<file path="src/rtl/mdio_link_monitor.sv">
// MDIO master that polls the 88E1111 PHY-specific status register and
// resolves link/speed/duplex for the tx_clk selection logic.
module mdio_link_monitor #(
  parameter int unsigned CLK_DIV     = 4,
  parameter logic [4:0]  PHY_ADDR    = 5'd16,
  parameter logic [4:0]  STATUS_REG  = 5'd17,
  parameter int unsigned POLL_CYCLES = 1000000
) (
  input  logic        clk_i,
  input  logic        reset_i,
  input  logic        enable_i,
  output logic        mdc_o,
  input  logic        mdio_in_i,
  output logic        mdio_out_o,
  output logic        mdio_oen_o,
  output logic        link_up_o,
  output logic        speed_1000_o,
  output logic        speed_10_o,
  output logic        full_duplex_o,
  output logic [15:0] status_raw_o,
  output logic        status_valid_o,
  output logic        link_change_o,
  output logic        rd_error_o
);
  localparam int DW = (CLK_DIV > 1) ? $clog2(CLK_DIV) : 1;
  localparam int PW = (POLL_CYCLES > 1) ? $clog2(POLL_CYCLES) : 1;
  localparam logic [DW-1:0] DIV_LAST = DW'(CLK_DIV - 1);
  localparam logic [PW-1:0] POLL_LOAD = PW'(POLL_CYCLES - 1);
  localparam logic [13:0] CMD_WORD = {4'b0110, PHY_ADDR, STATUS_REG};

  typedef enum logic [2:0] {
    IDLE, PREAMBLE, CMD, TA, DATA, UPDATE
  } state_e;

  state_e        state_q, state_d;
  logic [DW-1:0] div_q, div_d;
  logic [PW-1:0] wait_q, wait_d;
  logic [5:0]    bit_q, bit_d;
  logic [15:0]   shift_q, shift_d;
  logic [15:0]   raw_q, raw_d;
  logic          mdc_q, mdc_d;
  logic          out_q, out_d;
  logic          oen_q, oen_d;
  logic          link_q, link_d;
  logic          s1000_q, s1000_d;
  logic          s10_q, s10_d;
  logic          fd_q, fd_d;
  logic          valid_q, valid_d;
  logic          chg_q, chg_d;
  logic          err_q, err_d;

  logic          busy, tick, rise, fall;
  logic [5:0]    nb;
  logic [3:0]    cmd_idx;

  assign busy    = (state_q != IDLE) && (state_q != UPDATE);
  assign tick    = (div_q == DIV_LAST);
  assign rise    = busy && tick && !mdc_q;
  assign fall    = busy && tick && mdc_q;
  assign nb      = bit_q + 6'd1;
  assign cmd_idx = 4'(6'd45 - nb);

  always_ff @(posedge clk_i or posedge reset_i) begin
    if (reset_i) begin
      state_q <= IDLE;
      div_q   <= '0;
      wait_q  <= '0;
      bit_q   <= '0;
      shift_q <= '0;
      raw_q   <= '0;
      mdc_q   <= 1'b0;
      out_q   <= 1'b1;
      oen_q   <= 1'b1;
      link_q  <= 1'b0;
      s1000_q <= 1'b0;
      s10_q   <= 1'b0;
      fd_q    <= 1'b0;
      valid_q <= 1'b0;
      chg_q   <= 1'b0;
      err_q   <= 1'b0;
    end else begin
      state_q <= state_d;
      div_q   <= div_d;
      wait_q  <= wait_d;
      bit_q   <= bit_d;
      shift_q <= shift_d;
      raw_q   <= raw_d;
      mdc_q   <= mdc_d;
      out_q   <= out_d;
      oen_q   <= oen_d;
      link_q  <= link_d;
      s1000_q <= s1000_d;
      s10_q   <= s10_d;
      fd_q    <= fd_d;
      valid_q <= valid_d;
      chg_q   <= chg_d;
      err_q   <= err_d;
    end
  end

  always_comb begin
    state_d = state_q;
    div_d   = div_q;
    wait_d  = wait_q;
    bit_d   = bit_q;
    shift_d = shift_q;
    raw_d   = raw_q;
    mdc_d   = mdc_q;
    out_d   = out_q;
    oen_d   = oen_q;
    link_d  = link_q;
    s1000_d = s1000_q;
    s10_d   = s10_q;
    fd_d    = fd_q;
    valid_d = valid_q;
    err_d   = 1'b0;

    unique case (state_q)
      IDLE: begin
        mdc_d = 1'b0;
        div_d = '0;
        out_d = 1'b1;
        oen_d = 1'b1;
        if (wait_q != '0) begin
          wait_d = wait_q - PW'(1);
        end else if (enable_i) begin
          state_d = PREAMBLE;
          bit_d   = '0;
          oen_d   = 1'b0;
        end
      end
      PREAMBLE, CMD, TA, DATA: begin
        div_d = tick ? '0 : div_q + DW'(1);
        if (tick) mdc_d = ~mdc_q;
        if (rise) begin
          shift_d = {shift_q[14:0], mdio_in_i};
          // Second turnaround bit must be pulled low by the PHY.
          if (bit_q == 6'd47 && mdio_in_i) begin
            state_d = IDLE;
            mdc_d   = 1'b0;
            div_d   = '0;
            wait_d  = POLL_LOAD;
            err_d   = 1'b1;
            link_d  = 1'b0;
          end
        end
        if (fall) begin
          bit_d = nb;
          if (bit_q == 6'd63) begin
            state_d = UPDATE;
            out_d   = 1'b1;
            oen_d   = 1'b1;
          end else if (nb < 6'd32) begin
            state_d = PREAMBLE;
            out_d   = 1'b1;
            oen_d   = 1'b0;
          end else if (nb < 6'd46) begin
            state_d = CMD;
            out_d   = CMD_WORD[cmd_idx];
            oen_d   = 1'b0;
          end else if (nb < 6'd48) begin
            state_d = TA;
            out_d   = 1'b1;
            oen_d   = 1'b1;
          end else begin
            state_d = DATA;
            out_d   = 1'b1;
            oen_d   = 1'b1;
          end
        end
      end
      UPDATE: begin
        state_d = IDLE;
        wait_d  = POLL_LOAD;
        raw_d   = shift_q;
        valid_d = 1'b1;
        link_d  = shift_q[10];
        // Speed/duplex only trusted once the PHY reports them resolved.
        if (shift_q[11] && shift_q[15:14] != 2'b11) begin
          s1000_d = (shift_q[15:14] == 2'b10);
          s10_d   = (shift_q[15:14] == 2'b00);
          fd_d    = shift_q[13];
        end
      end
      default: state_d = IDLE;
    endcase

    chg_d = link_d ^ link_q;
  end

  assign mdc_o          = mdc_q;
  assign mdio_out_o     = out_q;
  assign mdio_oen_o     = oen_q;
  assign link_up_o      = link_q;
  assign speed_1000_o   = s1000_q;
  assign speed_10_o     = s10_q;
  assign full_duplex_o  = fd_q;
  assign status_raw_o   = raw_q;
  assign status_valid_o = valid_q;
  assign link_change_o  = chg_q;
  assign rd_error_o     = err_q;
endmodule

</file>
<file path="config.mk">
export PLATFORM = sky130hd
export DESIGN_NAME = mdio_link_monitor
export DESIGN_NICKNAME = d
export VERILOG_FILES = /design/src/rtl/mdio_link_monitor.sv
export SDC_FILE = /design/constraint.sdc
export NUM_CORES = 1
export LEC_CHECK = 0
export BUFFER_PORTS_ARGS = -buffer_cell sky130_fd_sc_hd__buf_2
export CAP_MARGIN = 20
export CORE_ASPECT_RATIO = 1.2
export CORE_UTILIZATION = 40
export DETAILED_ROUTE_END_ITERATION = 7
export GPL_TIMING_DRIVEN = 1
export PLACE_DENSITY_LB_ADDON = 0.15
export SYNTH_ARGS = -nofsm -noshare
export SYNTH_HDL_FRONTEND = slang
export SYNTH_SLANG_ARGS = --single-unit
</file>
<file path="constraint.sdc">
create_clock -name clk_i -period 5.1 [get_ports clk_i]
set_input_delay 1.02 -clock clk_i [delete_from_list [all_inputs] [get_ports clk_i]]
set_output_delay 1.02 -clock clk_i [all_outputs]
set_load 0.05 [all_outputs]
</file>
==> flow_summary.yaml <==
setup_path:
  cp-startpoint: "bit_q[0]"
  cp-end-kind: "register"
  arrival_ns: 3.26
  start_kind: "register"
  worstSetupEndpoint: "wait_q[8]"
  crit_fanout: 25
  reg2reg_slack_ns: 2.12
  critPathRequiredTime_ns: 5.38
  reg2reg_from: "bit_q[0]"
  worstRegToRegCells: 7
  critPathKind: "reg2reg"
  rr_endpoint: "wait_q[8]"
placement:
  io_buffers: 29
  hpwl_um: 5107
  pre_cts_slack_ns: 2.131
  place_congestion: 0.7800
synthesis:
  synthArstFlopShare: 1.000
  yosysWarnings: 0
  synth_edf_count: 0
  yosysUniqueCellTypes: 53
  avgSynthCellArea_um2: 9.838
  postSynthCellCount: 365
  synth_flop_cell: "dfrtp_1"
  synth_top_family_by_area: "simple AND/OR/NAND/NOR gates"
  synthMuxAreaShare: 0.06202
  synth_nets: 374
  yosys.area_share.simple: 0.2167
  seq_area_frac_synth: 0.5094
  synth_compound_area_frac: 0.1373
  yosys_register_bits: 73
  synth.cell_area_mm2: 0.003591
  yosys.area_share.adder: 0.02300
  synth-xor-area-share: 0.02195
floorplan:
  die_area_mm2: 0.009362
  start_util: 0.4148
  die_y_um: 105.8
  coreArea_mm2: 0.008657
  io_pins: 30
  rows: 37
  die_width_um: 88.50
timing:
  fin_skew_ns: 0.006032
  fin_setup_tns_ns: 0
  setup_viol: 0
  finalCritPeriodShare: 0.5849
  timing.fmax_ghz: 0.3352
  worst_slack_ns: 2.117
  hold_violations: 0
  hold_ws_ns: 0.4673
  worstMarginPinSlew_ns: 1.088
  min_period_ns: 2.983
  slew_headroom: 0.2682
  rsz0062_at_grt: "false"
  finalMaxSlewViolations: 0
global_route:
  grt_usage: 0.1743
  antenna_found_initial: 0
  grt_first_pass_wirelength_um: 12580
  grt_overflow: 0
  grt_max_degree: 33
  grt_pass1_vias: 2652
clocking:
  htree_levels: 3
  cts_inserted_buffers: 9
  clockBufferDepth: 2
  cts_tree: "done"
  postCtsHoldBufs: 0
  clkTransAtPathRegs_ns: 0.08
  post_cts_buffers: 0
  insertion_delay_ns: 0.35
  cts-root-buf: "clkbuf_8"
  cts_resized: 0
  cts.sinks: 73
routing:
  wire_per_inst_um: 14.60
  vias: 2788
  drc: 0
  drtIter0Drc: 154
  viasPerCell: 5.435
  drtPass1Iterations: 4
  drtAntennaViolNets: 0
  drt_wl_total_um: 7491
layout:
  area_delta_synth_final_pct: 13.94
  nets: 400
  n_antenna_cell: 0
  drive_gt1_frac: 0.1995
  fill_cells: 865
pwr:
  power.leakage_nw: 1.915
  pwr-share-seq: 0.444
  p_clk_frac: 0.308
  ir_drop_v: 0.0001437
  powerDensity_mw_per_mm2: 427.0
  switching_share: 0.3225
  p_int_mw: 1.184
  p_switching_mw: 0.5635
  pwr-share-comb: 0.248
run:
  maxCapViolations: 0
outcome:
  status: "finished clean"
worst_hold_path:
  worstHoldPathType: "reg2reg"
  worstHoldStart: "status_raw_o[14]"
cells in the mapped netlist (all sizes together) (3+ instances only):
master,n,share of area
a21oi,17,0.024
a31oi,6,0.010
and2,4,0.0070
and3,6,0.010
and4,3,0.0077
clkbuf,16,0.017
dfrtp,71,0.49
ha,5,0.017
inv,10,0.010
mux2,18,0.056
nand2,70,0.073
nand2b,4,0.0070
nand3,9,0.013
nand4,4,0.0070
nand4b,3,0.0073
nor2,11,0.011
nor3,6,0.0084
nor4,7,0.012
o211ai,6,0.013
o21a,3,0.0063
o21ai,15,0.021
o22ai,6,0.010
o31ai,8,0.017
or3,5,0.0094
or4,11,0.024
xnor2,7,0.017
metrics by stage:
step	instances	utilization	power, mW	cell area, um^2
final	513	0.4726	1.747	4091
after global routing	513	0.4726	1.862	4091
after CTS	512	0.4717	1.767	4084
after detailed placement	496	0.4446	1.222	3849
after global placement	495	0.4423	1.208	3829
after floorplan	365	-	1.111	3591
kinds of logic after synthesis:
| family | Yosys count |
|---|---|
| mux | 20 |
| flops | 73 |
| compound gates | 76 |
| fa+ha+maj | 7 |
| xor+xnor | 9 |
| buf+inv | 28 |
| simple gates | 152 |
registers in the layout (all words and copies together) (netlist names):
name            cells
bit_q               6
div_q               2
full_duplex_o       1
link_change_o       1
link_up_o           1
mdc_o               1
mdio_oen_o          1
mdio_out_o          1
rd_error_o          1
shift_q            16
speed_1000_o        1
speed_10_o          1
state_q             3
status_raw_o       16
status_valid_o      1
wait_q             20
placed cells by master (no fill, tap or decap), drive strengths merged, types with 9 or more instances in the layout:
master and n:
mux2 18, inv 10, buf 33, or4 11, nand2 70, clkbuf 11
nor2 11, dfrtp 71, o21ai 15, nand3 9, a21oi 17
area by class of cell:
type                    instances  area (um^2)  area share
inverters                      10        37.54    0.009174
clock buffers                  11        131.4     0.03211
flip-flops and latches         73         1829      0.4471
clock inverters                 5        103.9     0.02538
well taps                     117        146.4     0.03578
repair buffers                 33        187.7     0.04587
multi-input cells             264         1655      0.4046
layer usage:
layer  wire length [um]  global-route usage
met1               3484              0.2256
met4                149             0.07719
met2               3606              0.2720
met5                  0                   0
met3                250             0.04385
how the worst min path moves through the flow:
stage / endpoint / slack (ns) / cells after the start
after floorplan: status_raw_o[0] / 0.45 / 2
after global placement: status_valid_o / 0.45 / 1
after detailed placement: status_valid_o / 0.45 / 1
after CTS: status_raw_o[14] / 0.48 / 2
after global routing: status_raw_o[4] / 0.50 / 2
final: status_raw_o[14] / 0.47 / 2
critical path: stages, from the launching register on:
cell and delay, ns:
dfrtp_1 0.51, ha_1 0.40, nand4b_1 0.33, nor4_1 0.47, o22ai_1 0.15, buf_4 0.24
or4b_2 0.65, a21oi_1 0.16
power by group through the flow:
stage / clock, mW / combinational, mW / sequential (mW)
final: 0.539 / 0.433 / 0.776
after global routing: 0.579 / 0.491 / 0.792
after CTS: 0.554 / 0.438 / 0.775
after detailed placement: 0 / 0.437 / 0.785
after global placement: 0 / 0.425 / 0.782
after floorplan: 0 / 0.357 / 0.754
No activity file was read; power rests on OpenSTA's default activity.
